[src/rtl/mp_drive_sched_if.sv]
// Bus between the micropipeline drive scheduler and its requesters / async FIFO ports.
// master: the scheduler side; slave: the environment (requesters and micropipeline).
interface mp_drive_sched_if #(
  parameter int unsigned N_REQ = 4,
  parameter int unsigned CNT_W = 16
);
  localparam int unsigned ID_W = $clog2(N_REQ);

  logic [N_REQ-1:0] i_req;
  logic [N_REQ-1:0] o_gnt;
  logic             o_drive;
  logic             i_free;
  logic             i_fire;
  logic             o_busy;
  logic [ID_W-1:0]  o_cur_id;
  logic [CNT_W-1:0] o_xfer_cnt;
  logic [CNT_W-1:0] o_fire_cnt;
  logic             o_err;

  modport master (
    input  i_req, i_free, i_fire,
    output o_gnt, o_drive, o_busy, o_cur_id, o_xfer_cnt, o_fire_cnt, o_err
  );

  modport slave (
    output i_req, i_free, i_fire,
    input  o_gnt, o_drive, o_busy, o_cur_id, o_xfer_cnt, o_fire_cnt, o_err
  );
endinterface

[src/rtl/mp_drive_sched.sv]
// Round-robin scheduler sharing one click-micropipeline FIFO input among N_REQ requesters.
// Optional macro MP_WATCHDOG_EN adds a WAIT-state watchdog with a sticky error flag.
module mp_drive_sched #(
  parameter int unsigned N_REQ   = 4,
  parameter int unsigned DRIVE_W = 2,
  parameter int unsigned CNT_W   = 16,
  parameter int unsigned WDOG_W  = 8
) (
  input  logic               clk,
  input  logic               rst_n,
  mp_drive_sched_if.master   bus
);

  localparam int unsigned ID_W   = $clog2(N_REQ);
  localparam int unsigned DCNT_W = 4;

  if (N_REQ < 2 || N_REQ > 8) begin : g_bad_n_req
    $error("N_REQ must be 2..8");
  end
  if (DRIVE_W < 1 || DRIVE_W > 15) begin : g_bad_drive_w
    $error("DRIVE_W must be 1..15");
  end
  if (WDOG_W < 1) begin : g_bad_wdog_w
    $error("WDOG_W must be at least 1");
  end

  typedef enum logic [1:0] {IDLE, ARB, DRIVE, WAIT} state_t;

  state_t            state_q, state_d;
  logic [2:0]        free_sync_q, fire_sync_q;
  logic              free_ev, fire_ev;
  logic              drive_q, drive_d;
  logic              busy_q, busy_d;
  logic [N_REQ-1:0]  gnt_q, gnt_d;
  logic [ID_W-1:0]   cur_id_q, cur_id_d;
  logic [ID_W-1:0]   rr_q, rr_d, rr_next;
  logic [CNT_W-1:0]  xfer_q, xfer_d;
  logic [CNT_W-1:0]  fire_cnt_q;
  logic [DCNT_W-1:0] dcnt_q, dcnt_d;
  logic              pend_q, pend_d;
  logic              pick_found;
  logic [ID_W-1:0]   pick_id;
  int unsigned       idx;
`ifdef MP_WATCHDOG_EN
  logic [WDOG_W-1:0] wdog_q, wdog_d, wdog_inc;
  logic              err_q, err_d;
`endif

  // Two-flop synchronisers plus a third flop for rising-edge detection
  always_ff @(posedge clk or negedge rst_n) begin
    if (!rst_n) begin
      free_sync_q <= '0;
      fire_sync_q <= '0;
    end else begin
      free_sync_q <= {free_sync_q[1:0], bus.i_free};
      fire_sync_q <= {fire_sync_q[1:0], bus.i_fire};
    end
  end

  assign free_ev = free_sync_q[1] & ~free_sync_q[2];
  assign fire_ev = fire_sync_q[1] & ~fire_sync_q[2];
  assign rr_next = (cur_id_q == ID_W'(N_REQ - 1)) ? '0 : cur_id_q + ID_W'(1);

  // First active request at or after the round-robin pointer, circularly
  always_comb begin
    pick_found = 1'b0;
    pick_id    = '0;
    idx        = 0;
    for (int unsigned k = 0; k < N_REQ; k++) begin
      idx = k + 32'(rr_q);
      if (idx >= N_REQ) idx = idx - N_REQ;
      if (!pick_found && bus.i_req[ID_W'(idx)]) begin
        pick_found = 1'b1;
        pick_id    = ID_W'(idx);
      end
    end
  end

`ifdef MP_WATCHDOG_EN
  assign wdog_inc = wdog_q + WDOG_W'(1);
`endif

  always_comb begin
    state_d  = state_q;
    drive_d  = 1'b0;
    busy_d   = busy_q;
    gnt_d    = '0;
    cur_id_d = cur_id_q;
    rr_d     = rr_q;
    xfer_d   = xfer_q;
    dcnt_d   = dcnt_q;
    pend_d   = pend_q;
`ifdef MP_WATCHDOG_EN
    wdog_d   = wdog_q;
    err_d    = err_q;
`endif
    case (state_q)
      IDLE: begin
        pend_d = 1'b0;
        busy_d = |bus.i_req;
        if (|bus.i_req) state_d = ARB;
      end
      ARB: begin
        if (pick_found) begin
          cur_id_d = pick_id;
          busy_d   = 1'b1;
          dcnt_d   = '0;
          drive_d  = 1'b1;
          state_d  = DRIVE;
        end else begin
          busy_d  = 1'b0;
          state_d = IDLE;
        end
      end
      DRIVE: begin
        // A free edge arriving while still driving is held for WAIT
        if (free_ev) pend_d = 1'b1;
        if (dcnt_q == DCNT_W'(DRIVE_W - 1)) begin
          state_d = WAIT;
`ifdef MP_WATCHDOG_EN
          wdog_d  = '0;
`endif
        end else begin
          drive_d = 1'b1;
          dcnt_d  = dcnt_q + DCNT_W'(1);
        end
      end
      WAIT: begin
        if (free_ev || pend_q) begin
          gnt_d   = N_REQ'(1) << cur_id_q;
          xfer_d  = xfer_q + CNT_W'(1);
          rr_d    = rr_next;
          pend_d  = 1'b0;
          state_d = IDLE;
        end
`ifdef MP_WATCHDOG_EN
        else if (&wdog_inc) begin
          err_d   = 1'b1;
          rr_d    = rr_next;
          busy_d  = 1'b0;
          state_d = IDLE;
        end else begin
          wdog_d = wdog_inc;
        end
`endif
      end
      default: state_d = IDLE;
    endcase
  end

  always_ff @(posedge clk or negedge rst_n) begin
    if (!rst_n) begin
      state_q  <= IDLE;
      drive_q  <= 1'b0;
      busy_q   <= 1'b0;
      gnt_q    <= '0;
      cur_id_q <= '0;
      rr_q     <= '0;
      xfer_q   <= '0;
      dcnt_q   <= '0;
      pend_q   <= 1'b0;
`ifdef MP_WATCHDOG_EN
      wdog_q   <= '0;
      err_q    <= 1'b0;
`endif
    end else begin
      state_q  <= state_d;
      drive_q  <= drive_d;
      busy_q   <= busy_d;
      gnt_q    <= gnt_d;
      cur_id_q <= cur_id_d;
      rr_q     <= rr_d;
      xfer_q   <= xfer_d;
      dcnt_q   <= dcnt_d;
      pend_q   <= pend_d;
`ifdef MP_WATCHDOG_EN
      wdog_q   <= wdog_d;
      err_q    <= err_d;
`endif
    end
  end

  // Fire edges are counted regardless of scheduler state
  always_ff @(posedge clk or negedge rst_n) begin
    if (!rst_n) fire_cnt_q <= '0;
    else if (fire_ev) fire_cnt_q <= fire_cnt_q + CNT_W'(1);
  end

  assign bus.o_drive    = drive_q;
  assign bus.o_busy     = busy_q;
  assign bus.o_gnt      = gnt_q;
  assign bus.o_cur_id   = cur_id_q;
  assign bus.o_xfer_cnt = xfer_q;
  assign bus.o_fire_cnt = fire_cnt_q;
`ifdef MP_WATCHDOG_EN
  assign bus.o_err      = err_q;
`else
  assign bus.o_err      = 1'b0;
`endif

endmodule
[src/flat_wrapper.sv]
// flat-port wrapper written by rule: the top's interface ports become plain ports
module mp_drive_sched_flat 
#(
  parameter int unsigned N_REQ   = 4,
  parameter int unsigned DRIVE_W = 2,
  parameter int unsigned CNT_W   = 16,
  parameter int unsigned WDOG_W  = 8
)
  (clk, rst_n, bus_i_req, bus_i_free, bus_i_fire, bus_o_gnt, bus_o_drive, bus_o_busy, bus_o_cur_id, bus_o_xfer_cnt, bus_o_fire_cnt, bus_o_err);
  mp_drive_sched_if #(.N_REQ(N_REQ), .CNT_W(CNT_W)) bus_i ();
  input  logic clk;
  input  logic rst_n;
  input wire logic [$bits(bus_i.i_req)-1:0] bus_i_req;
  input wire logic [$bits(bus_i.i_free)-1:0] bus_i_free;
  input wire logic [$bits(bus_i.i_fire)-1:0] bus_i_fire;
  output wire logic [$bits(bus_i.o_gnt)-1:0] bus_o_gnt;
  output wire logic [$bits(bus_i.o_drive)-1:0] bus_o_drive;
  output wire logic [$bits(bus_i.o_busy)-1:0] bus_o_busy;
  output wire logic [$bits(bus_i.o_cur_id)-1:0] bus_o_cur_id;
  output wire logic [$bits(bus_i.o_xfer_cnt)-1:0] bus_o_xfer_cnt;
  output wire logic [$bits(bus_i.o_fire_cnt)-1:0] bus_o_fire_cnt;
  output wire logic [$bits(bus_i.o_err)-1:0] bus_o_err;
  assign bus_i.i_req = bus_i_req;
  assign bus_i.i_free = bus_i_free;
  assign bus_i.i_fire = bus_i_fire;
  assign bus_o_gnt = bus_i.o_gnt;
  assign bus_o_drive = bus_i.o_drive;
  assign bus_o_busy = bus_i.o_busy;
  assign bus_o_cur_id = bus_i.o_cur_id;
  assign bus_o_xfer_cnt = bus_i.o_xfer_cnt;
  assign bus_o_fire_cnt = bus_i.o_fire_cnt;
  assign bus_o_err = bus_i.o_err;
  mp_drive_sched #(.N_REQ(N_REQ), .DRIVE_W(DRIVE_W), .CNT_W(CNT_W), .WDOG_W(WDOG_W)) u_core (.clk(clk), .rst_n(rst_n), .bus(bus_i));
endmodule
[config.mk]
export PLATFORM = sky130hd
export DESIGN_NAME = mp_drive_sched_flat
export DESIGN_NICKNAME = d
export VERILOG_FILES = /design/src/rtl/mp_drive_sched_if.sv /design/src/rtl/mp_drive_sched.sv /design/src/flat_wrapper.sv
export SDC_FILE = /design/constraint.sdc
export NUM_CORES = 1
export LEC_CHECK = 0
export BUFFER_PORTS_ARGS = -buffer_cell sky130_fd_sc_hd__buf_2
export CAP_MARGIN = 30
export CORE_MARGIN = 2
export CORE_UTILIZATION = 55
export CTS_BUF_LIST = sky130_fd_sc_hd__clkbuf_16
export DETAILED_ROUTE_END_ITERATION = 7
export GPL_TIMING_DRIVEN = 1
export PLACE_DENSITY = 0.79
export SLEW_MARGIN = 20
export SYNTH_ARGS = -nofsm -noshare
export SYNTH_HDL_FRONTEND = slang
export SYNTH_SLANG_ARGS = --single-unit
[constraint.sdc]
create_clock -name clk -period 2.15 [get_ports clk]
set_input_delay 0.3225 -clock clk [delete_from_list [all_inputs] [get_ports clk]]
set_output_delay 0.3225 -clock clk [all_outputs]
set_load 0.02 [all_outputs]
# Word level (Yosys, flattened, before mapping)
# Index checks and enable logic that the tools add are counted.
# Widths: inputs -> output; s select.
# totals
word_cells,102
regBits,55
# classes
n_shift,1
addsub,11
order_cmp,8
reduce_logical,17
n_mux,38
n_bitwise,4
eq_ne,11
# op_table
op,n
$add 16x1->16 const B,2
$mux 2,13
$mux 4,4
$lt 2x3->1 const B,4
$mux 1,12
$ne 2x1->1 const B,5
$ge 3x3->1 const B,3
$reduce_and 3->1,3
$bmux 1 s2,4
$pmux 2 s4,1
$pmux 4 s2,1
$sub 2x1->2 const B,4
$add 2x2->3 const A,2
$eq 2x2->1 const B,3
$add 4x1->4 const B,1
$eq 4x1->1 const B,1
$pmux 1 s2,2
$reduce_and 2->1,2
$reduce_bool 2->1,2
$reduce_or 4->1,1
$shl 1x2->4 const A,1
$add 1x2->3 const A,1
$ge 2x3->1 const B,1
$logic_and 1x1->1,3
other kinds (10),14

# Logic depth before layout (Yosys ltp)
# logic_depth
ltp_word,16
ltp_mapped,6
depth_no_buf,6

# Least setup slack after synthesis
# OpenSTA, ideal clock, no wires.
# synth_path
path_kind,reg2reg
from,register u_core.fire_cnt_q[0] (netlist: u_core.bus.o_fire_cnt[0])
to,register u_core.fire_cnt_q[10] (netlist: u_core.bus.o_fire_cnt[10])
path_slack_ps,591
t_arrival_ps,1480
synth_period_minus_slack_ps,1559
path_stages_with_launch,6
cell_sequence,dfrtp_1 ha_1 nand3b_1 or3_1 nor2_1 xor2_1
# synth_between
elab_chain_len,1
# synth_rtl
element,line,source
"start, declared",mp_drive_sched.sv:38,logic [CNT_W-1:0] fire_cnt_q;
"start signal, assigned",mp_drive_sched.sv:186,else if (fire_ev) fire_cnt_q <= fire_cnt_q + CNT_W'(1);
$add 16x1->16,mp_drive_sched.sv:186,
# No other way between the ends.
# A chain may end at the register's enable or synchronous reset.

# Worst setup path in the final report
# layout_path
from,register u_core.dcnt_q[1]
to,register u_core.dcnt_q[0]
# layout_between
elab_chain_len,3
# layout_rtl
element,line,source
"start, declared",mp_drive_sched.sv:39,"logic [DCNT_W-1:0] dcnt_q, dcnt_d;"
"start signal, assigned",mp_drive_sched.sv:174,dcnt_q <= dcnt_d;
$eq 4x1->1,mp_drive_sched.sv:118,if (dcnt_q == DCNT_W'(DRIVE_W - 1)) begin
$ne 2x2->1 (no source line),-,
$reduce_and 3->1 (no source line),-,
# No other way between the ends.

==> results_dict.tcl <==
set metrics [dict create \
    status "finished clean" \
    antenna_found_initial 0 \
    cp_max_fo 4 \
    place_ws_ps 465 \
    clkSinkCount 55 \
    drcViolationCount 0 \
    finalNonFillerCells 326 \
    globalRouteOverflowTotal 0 \
    io_buffers 47 \
    report.final.hold_viol_count 0 \
    grt_pass1_wl_mm 7.47 \
    die_area_um2 5180 \
    path_class "register to register" \
    avgSynthCellArea_um2 11.4 \
    synth_nets 243 \
    peakVddDrop_uv 731 \
    cpLargestDelayFamily "simple AND/OR/NAND/NOR gates" \
    ys_top_cells_by_count "55 x dfrtp_1, 21 x xnor2_1, 17 x nand2_1, 12 x ha_1, 12 x inv_1" \
    die_h_um 72.0 \
    hold_buffers 0 \
    nets 295 \
    cts_max_path_buffers 2 \
    start_util_pct 57.6 \
    track_usage_pct 18.2 \
    worst_path_largest_cell_delay_ps 420 \
    p_leak_nw 1.49 \
    drive_gt1_share_pct 23.4 \
    dominantRegCellSynth "dfrtp_1" \
    hold_class "input pin to asynchronous set/reset pin" \
    vias 1789 \
    maxCapViolations 0 \
    crit_path_end_kind "register" \
    clk_pin_slew_worst_paths_ps 60 \
    grt_pass1_vias 1703 \
    routed_via_density 5.49 \
    rsz0062_at_grt "no" \
    setup_viol 0 \
    min_period_ps 1720 \
    path_buf_inv 1 \
    syn_area_um2 2540 \
    required_ps 2330 \
    period_share_pct 80.1 \
    cts-root-buf "clkbuf_16" \
    wl_per_cell_um 13.3 \
    skew_ps 2.87 \
    final.setup.worst_slack_ps 427 \
    fmax_mhz 580 \
    area_growth_pct 17.2 \
    ys_ff_latch 55 \
    postCtsSetupBuffers 0 \
    rows 24 \
    cts_made_buffers 5 \
    fin_setup_tns_ps 0 \
    slowest_stage "nor3b_1" \
    ant_nets 0 \
    synth-async-reset-ratio_pct 100 \
    cp-start-kind "register" \
    grt_max_degree 33 \
    antenna_cells 0 \
    synthMostInstantiatedCell "dfrtp_1" \
    place_inst 320 \
    cts_resized 0 \
    path_cells "inv_1, ha_1, nor3b_1, a211oi_2, mux2_2, a22o_1" \
    drtIter0Drc 71 \
    synth-seq-area-share_pct 54.1 \
    io_pins 49 \
    synth_edf_count 0 \
    synth_area_leaders "dfrtp_1 54%, xnor2_1 7.2%, ha_1 5.9%" \
    synth_warnings 0 \
    place_congestion 0.881 \
    cts_tree "built" \
    drt-total-wl_mm 4.33 \
    synth_cell_types 41 \
    htreeDepth 2 \
    placeableCoreArea_um2 4410 \
    synth_cells 223 \
    synth_top_area_share_pct 54.1 \
    max_slew_margin_pct 62.5 \
    worst_slew_pin_slew_ps 562 \
    fp.dieW_um 72.0 \
    arrival_ps 1900 \
    clock_latency_ps 280 \
    dr.pass1.iters 5 \
    yosysTopAreaCell "dfrtp_1" \
    finalMaxSlewViolations 0 \
    hpwl_mm 3.20 \
    power.density_nw_per_um2 1080 \
]
## state kept, by name, indices dropped and copies added (netlist names), named ones only
signal and cells:
u_core.state_q 1, u_core.pend_q 1, u_core.bus.o_drive 1, u_core.fire_sync_q 3, u_core.bus.o_busy 1, u_core.bus.o_cur_id 2
u_core.dcnt_q 4, u_core.bus.o_fire_cnt 16, u_core.free_sync_q 3, u_core.bus.o_xfer_cnt 16, u_core.rr_q 2, u_core.bus.o_gnt 4
## cell type report
class / instances / area [um2]
Sequential cell: 55 / 1380
Tap cell: 52 / 65.1
Clock inverter: 1 / 3.75
Clock buffer: 5 / 125
Inverter: 12 / 45.0
Multi-Input combinational cell: 152 / 1100
Fill cell: 338 / 1430
Timing Repair Buffer: 49 / 263
## worst paths after layout
check	from	cells past startpoint	end	slack [ps]
min in group clk	bus_i_fire	1	u_core.fire_sync_q[0]	140
worst max-delay path	u_core.dcnt_q[1]	6	u_core.dcnt_q[0]	430
max in group asynchronous	rst_n	2	u_core.bus.o_xfer_cnt[10]	1580
worst min register to register	u_core.free_sync_q[0]	0	u_core.free_sync_q[1]	360
worst min-delay path	rst_n	1	u_core.bus.o_fire_cnt[6]	30
worst max register to register	u_core.dcnt_q[1]	6	u_core.dcnt_q[0]	430
## cell families after synthesis
family          after synthesis  share of synthesized area (%)
fa+ha+maj                    12                           5.90
simple gates                 76                           17.0
mux                           5                           2.16
buf+inv                      16                           2.56
flops                        55                           54.1
compound gates               28                           7.82
other cells                   1                          0.147
xor+xnor                     30                           10.3
## routing by layer
| metal | wire, um | vias to the layer above | track usage (%) | share of wire (%) |
|---|---|---|---|---|
| met5 | 0 | - | 0 | 0 |
| met4 | 83 | 0 | 8.18 | 1.9 |
| li1 | - | 880 | - | - |
| met2 | 1980 | 52 | 29.0 | 46 |
| met3 | 257 | 9 | 3.75 | 5.9 |
| met1 | 2000 | 848 | 24.3 | 46 |
## layout by cell type, fill, tap and decap left out, types with 6 or more instances in the layout
master,Yosys,final
and2_1,6,6
nand2_1,17,17
nand3_1,11,11
nand4_1,9,9
xor2_1,9,9
inv_1,12,13
ha_1,12,12
dfrtp_1,55,55
nor2_1,10,10
buf_2,1,47
xnor2_1,21,21
o21ai_0,7,7
## per-stage QoR
stage	area [um2]	hold slack, ps	total power, mW	utilization, %
2_1_floorplan	2540	26.9	2.18	-
6_report	2980	26.6	3.23	67.5
5_1_grt	2980	75.0	3.45	67.5
3_3_place_gp	2850	341	2.48	64.6
4_1_cts	2980	44.0	3.25	67.5
3_5_place_dp	2850	347	2.52	64.6
## where the power goes
| group | leakage (nW) | switching (mW) | internal [mW] |
|---|---|---|---|
| combinational | 0.701 | 0.618 | 0.421 |
| sequential | 0.722 | 0.230 | 1.23 |
| clock | 0.0669 | 0.317 | 0.414 |
| total | 1.49 | 1.17 | 2.06 |
(Power assumes the default switching activity.)
